$ cat config.mk
export PLATFORM = sky130hd
export DESIGN_NAME = sdram_port_arbiter
export DESIGN_NICKNAME = d
export VERILOG_FILES = /design/src/rtl/sdram_port_arbiter.sv
export SDC_FILE = /design/constraint.sdc
export NUM_CORES = 1
export LEC_CHECK = 0
export CAP_MARGIN = 20
export CELL_PAD_IN_SITES_DETAIL_PLACEMENT = 2
export CELL_PAD_IN_SITES_GLOBAL_PLACEMENT = 2
export CORE_UTILIZATION = 21
export DETAILED_ROUTE_END_ITERATION = 16
export PLACE_DENSITY_LB_ADDON = 0.1
export RECOVER_POWER = 25
export SLEW_MARGIN = 20
export SYNTH_ARGS = -nofsm -noshare
export SYNTH_HDL_FRONTEND = slang
export SYNTH_SLANG_ARGS = --single-unit
$ cat constraint.sdc
create_clock -name clk -period 2.6 [get_ports clk]
set_input_delay 0.52 -clock clk [delete_from_list [all_inputs] [get_ports clk]]
set_output_delay 0.52 -clock clk [all_outputs]
set_load 0.01 [all_outputs]
$ cat src/rtl/sdram_port_arbiter.sv
// sdram_port_arbiter
// Shares one sdram_ctrl read/write request interface between two client ports.
// There are four requesters: 0=P0W, 1=P0R, 2=P1W, 3=P1R. One burst is granted at a time.
// Each grant is latched (id, addr, burst_len) and the matching m_*_req is raised one cycle later.
// The burst ends when the controller's ack falls. A single REL cycle follows, and then the
// round-robin pointer moves past the finished requester.
//
// Ports:
//   clk, rst_n                     clock, asynchronous active-low reset
//   p{0,1}_wr_req/addr/burst_len   client write request and its attributes
//   p{0,1}_wr_data                 client write data; muxed to m_wr_data with zero latency
//   p{0,1}_wr_ack, p{0,1}_rd_ack   controller acks, routed to the granted requester only
//   p{0,1}_rd_req/addr/burst_len   client read request and its attributes
//   p{0,1}_rd_data                 m_rd_data broadcast to both ports
//   m_{wr,rd}_req/addr/burst_len   request to sdram_ctrl, with latched attributes
//   m_wr_data                      write data of the granted port
//   m_{wr,rd}_ack, m_rd_data       from sdram_ctrl
//   grant_id                       currently granted requester
//   busy                           high whenever the FSM is not idle
//   timeout_err                    one-cycle pulse when a request is aborted for lack of ack
//
// Build option: ARB_RD_PRIORITY_EN. When defined, any pending read beats any pending write.
// Round-robin still applies within each class.
module sdram_port_arbiter #(
  parameter int unsigned ADDR_W      = 24,
  parameter int unsigned DATA_W      = 16,
  parameter int unsigned LEN_W       = 10,
  parameter int unsigned ACK_TIMEOUT = 1023
) (
  input  logic              clk,
  input  logic              rst_n,
  input  logic              p0_wr_req,
  input  logic [ADDR_W-1:0] p0_wr_addr,
  input  logic [LEN_W-1:0]  p0_wr_burst_len,
  input  logic [DATA_W-1:0] p0_wr_data,
  output logic              p0_wr_ack,
  input  logic              p0_rd_req,
  input  logic [ADDR_W-1:0] p0_rd_addr,
  input  logic [LEN_W-1:0]  p0_rd_burst_len,
  output logic [DATA_W-1:0] p0_rd_data,
  output logic              p0_rd_ack,
  input  logic              p1_wr_req,
  input  logic [ADDR_W-1:0] p1_wr_addr,
  input  logic [LEN_W-1:0]  p1_wr_burst_len,
  input  logic [DATA_W-1:0] p1_wr_data,
  output logic              p1_wr_ack,
  input  logic              p1_rd_req,
  input  logic [ADDR_W-1:0] p1_rd_addr,
  input  logic [LEN_W-1:0]  p1_rd_burst_len,
  output logic [DATA_W-1:0] p1_rd_data,
  output logic              p1_rd_ack,
  output logic              m_wr_req,
  output logic [ADDR_W-1:0] m_wr_addr,
  output logic [LEN_W-1:0]  m_wr_burst_len,
  output logic [DATA_W-1:0] m_wr_data,
  input  logic              m_wr_ack,
  output logic              m_rd_req,
  output logic [ADDR_W-1:0] m_rd_addr,
  output logic [LEN_W-1:0]  m_rd_burst_len,
  input  logic              m_rd_ack,
  input  logic [DATA_W-1:0] m_rd_data,
  output logic [1:0]        grant_id,
  output logic              busy,
  output logic              timeout_err
);

  localparam int unsigned CntW = (ACK_TIMEOUT > 1) ? $clog2(ACK_TIMEOUT) : 1;

  typedef enum logic [1:0] {StIdle, StReq, StXfer, StRel} state_e;

  state_e            state_q, state_d;
  logic [1:0]        rr_q, rr_d;
  logic [1:0]        grant_id_q, grant_id_d;
  logic [CntW-1:0]   cnt_q, cnt_d;
  logic              m_wr_req_q, m_wr_req_d;
  logic              m_rd_req_q, m_rd_req_d;
  logic [ADDR_W-1:0] m_wr_addr_q, m_wr_addr_d;
  logic [ADDR_W-1:0] m_rd_addr_q, m_rd_addr_d;
  logic [LEN_W-1:0]  m_wr_len_q, m_wr_len_d;
  logic [LEN_W-1:0]  m_rd_len_q, m_rd_len_d;
  logic              timeout_err_q, timeout_err_d;

  logic [3:0] req_vec;
  logic [3:0] cand;
  logic       pick_valid;
  logic [1:0] pick_id;
  logic [1:0] idx;
  logic       ack_g;
  logic       route_en;

  assign req_vec = {p1_rd_req, p1_wr_req, p0_rd_req, p0_wr_req};
  // Bit 0 of an id selects read, and bit 1 selects the port.
  assign ack_g   = grant_id_q[0] ? m_rd_ack : m_wr_ack;

  // Search from rr upward (mod 4). The loop runs downward so the smallest offset wins.
  always_comb begin
    cand = req_vec;
`ifdef ARB_RD_PRIORITY_EN
    if ((req_vec & 4'b1010) != 4'b0000) cand = req_vec & 4'b1010;
`endif
    pick_valid = 1'b0;
    pick_id    = rr_q;
    idx        = 2'd0;
    for (int i = 3; i >= 0; i--) begin
      idx = rr_q + 2'(i);
      if (cand[idx]) begin
        pick_valid = 1'b1;
        pick_id    = idx;
      end
    end
  end

  always_comb begin
    state_d       = state_q;
    rr_d          = rr_q;
    grant_id_d    = grant_id_q;
    cnt_d         = cnt_q;
    m_wr_req_d    = m_wr_req_q;
    m_rd_req_d    = m_rd_req_q;
    m_wr_addr_d   = m_wr_addr_q;
    m_rd_addr_d   = m_rd_addr_q;
    m_wr_len_d    = m_wr_len_q;
    m_rd_len_d    = m_rd_len_q;
    timeout_err_d = 1'b0;
    unique case (state_q)
      StIdle: begin
        if (pick_valid) begin
          grant_id_d = pick_id;
          cnt_d      = '0;
          state_d    = StReq;
          if (pick_id[0]) begin
            m_rd_req_d  = 1'b1;
            m_rd_addr_d = pick_id[1] ? p1_rd_addr : p0_rd_addr;
            m_rd_len_d  = pick_id[1] ? p1_rd_burst_len : p0_rd_burst_len;
          end else begin
            m_wr_req_d  = 1'b1;
            m_wr_addr_d = pick_id[1] ? p1_wr_addr : p0_wr_addr;
            m_wr_len_d  = pick_id[1] ? p1_wr_burst_len : p0_wr_burst_len;
          end
        end
      end
      StReq: begin
        if (ack_g) begin
          m_wr_req_d = 1'b0;
          m_rd_req_d = 1'b0;
          state_d    = StXfer;
        end else if (!req_vec[grant_id_q]) begin
          // The client withdrew its request, so abort without advancing rr.
          m_wr_req_d = 1'b0;
          m_rd_req_d = 1'b0;
          state_d    = StIdle;
        end else if (cnt_q == CntW'(ACK_TIMEOUT - 1)) begin
          m_wr_req_d    = 1'b0;
          m_rd_req_d    = 1'b0;
          timeout_err_d = 1'b1;
          state_d       = StIdle;
        end else begin
          cnt_d = cnt_q + 1'b1;
        end
      end
      StXfer: begin
        if (!ack_g) state_d = StRel;
      end
      StRel: begin
        rr_d    = grant_id_q + 2'd1;
        state_d = StIdle;
      end
      default: state_d = StIdle;
    endcase
  end

  always_ff @(posedge clk or negedge rst_n) begin
    if (!rst_n) begin
      state_q       <= StIdle;
      rr_q          <= 2'd0;
      grant_id_q    <= 2'd0;
      cnt_q         <= '0;
      m_wr_req_q    <= 1'b0;
      m_rd_req_q    <= 1'b0;
      m_wr_addr_q   <= '0;
      m_rd_addr_q   <= '0;
      m_wr_len_q    <= '0;
      m_rd_len_q    <= '0;
      timeout_err_q <= 1'b0;
    end else begin
      state_q       <= state_d;
      rr_q          <= rr_d;
      grant_id_q    <= grant_id_d;
      cnt_q         <= cnt_d;
      m_wr_req_q    <= m_wr_req_d;
      m_rd_req_q    <= m_rd_req_d;
      m_wr_addr_q   <= m_wr_addr_d;
      m_rd_addr_q   <= m_rd_addr_d;
      m_wr_len_q    <= m_wr_len_d;
      m_rd_len_q    <= m_rd_len_d;
      timeout_err_q <= timeout_err_d;
    end
  end

  // Acks reach a client only while its grant is live, so stray acks are dropped.
  assign route_en  = (state_q == StReq) || (state_q == StXfer);
  assign p0_wr_ack = route_en && (grant_id_q == 2'd0) && m_wr_ack;
  assign p0_rd_ack = route_en && (grant_id_q == 2'd1) && m_rd_ack;
  assign p1_wr_ack = route_en && (grant_id_q == 2'd2) && m_wr_ack;
  assign p1_rd_ack = route_en && (grant_id_q == 2'd3) && m_rd_ack;

  assign p0_rd_data     = m_rd_data;
  assign p1_rd_data     = m_rd_data;
  assign m_wr_data      = grant_id_q[1] ? p1_wr_data : p0_wr_data;
  assign m_wr_req       = m_wr_req_q;
  assign m_rd_req       = m_rd_req_q;
  assign m_wr_addr      = m_wr_addr_q;
  assign m_rd_addr      = m_rd_addr_q;
  assign m_wr_burst_len = m_wr_len_q;
  assign m_rd_burst_len = m_rd_len_q;
  assign grant_id       = grant_id_q;
  assign busy           = (state_q != StIdle);
  assign timeout_err    = timeout_err_q;

endmodule

==> results of run 1 <==
[synthesized netlist by cell type, drive strengths merged]
cell type	number
and3b	1
inv	6
o2111ai	1
nor3	5
a31oi	2
o31ai	1
nand2	10
nand2b	2
mux2	88
a41o	1
o21ai	6
buf	46
and3	6
a21oi	36
o21bai	1
nand4	1
xnor2	4
o2bb2ai	2
or4	2
a211o	1
ha	11
and2b	2
a211oi	1
nor4	1
nand3	17
or3b	1
nor2b	4
dfrtp	87
mux2i	39
or2	1
o32a	2
nor2	42
nor3b	1
or4b	2
a21o	1
clkbuf	7
[where the power goes]
| part | switching (mW) | leakage (nW) | total [mW] | internal (mW) |
|---|---|---|---|---|
| registers | 0.415 | 1.02 | 2.40 | 1.99 |
| logic | 2.08 | 2.22 | 4.81 | 2.73 |
| clock network | 0.596 | 0.141 | 1.26 | 0.661 |
[cell families (layout without fill, tap and decap cells)]
| family | after synthesis | in the layout | share of synthesized area [%] |
|---|---|---|---|
| compound gates | 55 | 55 | 6.72 |
| xor+xnor | 4 | 4 | 0.710 |
| fa+ha+maj | 11 | 11 | 2.79 |
| buf+inv | 59 | 324 | 8.01 |
| flops | 87 | 87 | 44.1 |
| mux | 127 | 127 | 28.0 |
| simple gates | 98 | 99 | 9.66 |
[metrics by stage]
| stage | cells | setup WS [ns] | hold slack (ns) | instance area (µm²) | setup TNS, ns |
|---|---|---|---|---|---|
| 2_1_floorplan | 441 | 0.389 | 0.224 | 4930 | 0 |
| 3_3_place_gp | 1000 | -0.386 | 0.491 | 7980 | -17.29 |
| 4_1_cts | 1017 | 0.0382 | 0.176 | 8280 | 0 |
| 5_1_grt | 1020 | 0.00184 | 0.436 | 8310 | 0 |
| 3_5_place_dp | 1000 | -0.511 | 0.495 | 7980 | -22.78 |
| 6_report | 1020 | 0.0905 | 0.349 | 8310 | 0 |
[how the worst max path moves through the flow]
| stage | cells past startpoint | start | endpoint | slack, ns |
|---|---|---|---|---|
| 2_1_floorplan | 6 | p0_wr_req | m_rd_burst_len[2]$_DFFE_PN0P_ | 0.39 |
| 3_3_place_gp | 6 | p1_rd_req | m_rd_addr[11]$_DFFE_PN0P_ | -0.39 |
| 3_5_place_dp | 6 | p1_wr_req | m_rd_addr[15]$_DFFE_PN0P_ | -0.51 |
| 4_1_cts | 9 | p0_rd_req | m_wr_addr[23]$_DFFE_PN0P_ | 0.04 |
| 5_1_grt | 4 | state_q[0]$_DFFE_PN0P_ | busy | 0.002 |
| 6_report | 3 | grant_id[1]$_DFFE_PN0P_ | m_wr_data[13] | 0.09 |
[worst max-delay path: cells and delay by family, from the launching register on]
kind                   cells  cell delay (ns)
DFF                        1             0.47
muxes                      1             0.37
buffers and inverters      2             0.80
[registers in the layout, summed over array words and instances, names as in the netlist, 2 cells and up, named ones only]
name / count
cnt_q: 10
grant_id: 2
m_rd_addr: 24
m_rd_burst_len: 10
m_wr_addr: 24
m_wr_burst_len: 10
rr_q: 2
[timing repair]
action,CTS,global route
gates cloned,1,0
endpoints found under the setup margin,49,58
pin swaps,1,2
gates resized for setup,3,1
setup buffers,0,3
[cell type report]
| cell class | instances | area, µm² | area share, % |
|---|---|---|---|
| Multi-Input combinational cell | 296 | 2410 | 29.0 |
| Sequential cell | 87 | 2180 | 26.2 |
| Clock buffer | 9 | 225 | 2.71 |
| Timing Repair Buffer | 302 | 3030 | 36.5 |
| Tap cell | 313 | 392 | 4.71 |
| Clock inverter | 7 | 53.8 | 0.647 |
| Inverter | 6 | 22.5 | 0.271 |
[metal layers]
| metal | part of all wire [%] | vias to the layer above |
|---|---|---|
| li1 | - | 2057 |
| met4 | 1.7 | 0 |
| met3 | 9.5 | 28 |
| met2 | 50 | 172 |
| met5 | 0 | - |
| met1 | 39 | 2137 |
==> impl_metrics.toml, run 1 <==
[run_status]
run_status = "finished clean"

[floorplan]
initial_core_util_pct = 21.6
std_cell_rows = 55
dieArea_um2 = 24100
dieHeight_um = 155
top_level_ports = 318
core_area_um2 = 22800
die_width_um = 155

[routing]
total_wirelength_mm = 17.9
detail_route.vias_per_cell = 4.31
dr_total_vias = 4394
number_of_drc_markers_in_iteration_0 = 88
route.detailed.drc = 0
post_drt_wl_per_cell_um = 17.6
ant_nets = 0
drt_pre_antenna_iters = 4

[global_routing]
gr-usage-met2_pct = 26.0
grt_usage_pct = 14.9
grt_max_degree = 49
global_route.overflow_total = 0
initial_antenna_violation_count = 0
globalRouteMet1Util_pct = 16.4
globalRoute.busiestLayer = "met2"
grt_util_met3_pct = 5.99
grt_pass1_wl_mm = 27.6
first_global_vias = 4917

[synthesis]
yosys.cell_types.count = 41
synth_seq_area_share_pct = 44.1
synthesis.nets = 644
synth.top_cell.area_share_pct = 44.1
synth.ff_latch_count = 87
netlist_top_cells_area = "sky130_fd_sc_hd__dfrtp_1, sky130_fd_sc_hd__mux2_2, sky130_fd_sc_hd__mux2i_1"
post-synth-top-area-cell = "sky130_fd_sc_hd__dfrtp_1"
postSynthAreaPerCell_um2 = 11.2
post_syn_area_um2 = 4930
netlist_instances = 441
synth_warnings = 0

[sta]
slew_headroom_pct = 28.9
worst_pin_slew_ns = 1.07
finalWorstPathRequiredPeriod_ns = 2.51
rsz0062_at_grt = "false"
finalSetupViolCount = 0
timing.fmax_ghz = 0.398
report.final.slew_viol_count = 0
final.period_utilization_pct = 96.5
fin_skew_ns = 0.0106
hold_viol_final = 0

[setup_path]
worst-r2r-setup-slack_ns = 0.21
worst_setup_path_end_kind = "output pin"
required_time_reported_for_the_critical_path_endpoint_ns = 2.08
timing.critical_path.slowest_cell_delay_ns = 0.51
crit_path_start_kind = "register"
timing.critical_path.cells = "buf_4, mux2_2, clkdlybuf4s50_1"
path_class = "register to output pin"
timing.critical_path.fanout_max = 17
rr_endpoint = "cnt_q[7]$_DFFE_PN0P_"
r2r.worst_path.cells = 8
critPathSlowestCell = "sky130_fd_sc_hd__clkdlybuf4s50_1"
critPathArrivalTime_ns = 1.99

[cells_and_area]
fillers = 2441
nNetsFinal = 905
most-common-layout-cells = "sky130_fd_sc_hd__clkdlybuf4s50_1, sky130_fd_sc_hd__mux2_2, sky130_fd_sc_hd__dfrtp_1"
area_growth_syn_to_layout_pct = 68.4
final_layout_size_suffix_gt1_share_pct = 20.7
utilization_pct = 36.4
final_common_cell = "sky130_fd_sc_hd__clkdlybuf4s50_1"
antenna_cells = 0

[clocking]
root_buffer = "sky130_fd_sc_hd__clkbuf_16"
clock_latency_ns = 0.35
cts_max_path_buffers = 2
hold_buffers = 0
tritoncts = "yes"
cts.sink_count = 87
tritoncts.num_buffers = 9
clk_pin_slew_ns = 0.07
cts_htree_levels = 3

[place]
io_buffers = 269
place_hpwl_mm = 13.9
routabilityCongestion = 0.743

[pwr]
ir_drop_mv = 0.279
power_density_nw_per_um2 = 1020
total_power_mw = 8.48
power.leakage_nw = 3.38

[worst_hold_path]
min_path_type = "input port to asynchronous set/reset pin"

[flow_run]
maxCapViolations = 0
No activity file was read; power rests on OpenSTA's default activity.
==> run 2, diff against run 1 <==
- CTS_CLUSTER_SIZE: default -> 8
==> results of run 2 <==
No change in the layout: final DEF, timing and power equal those of run 1.
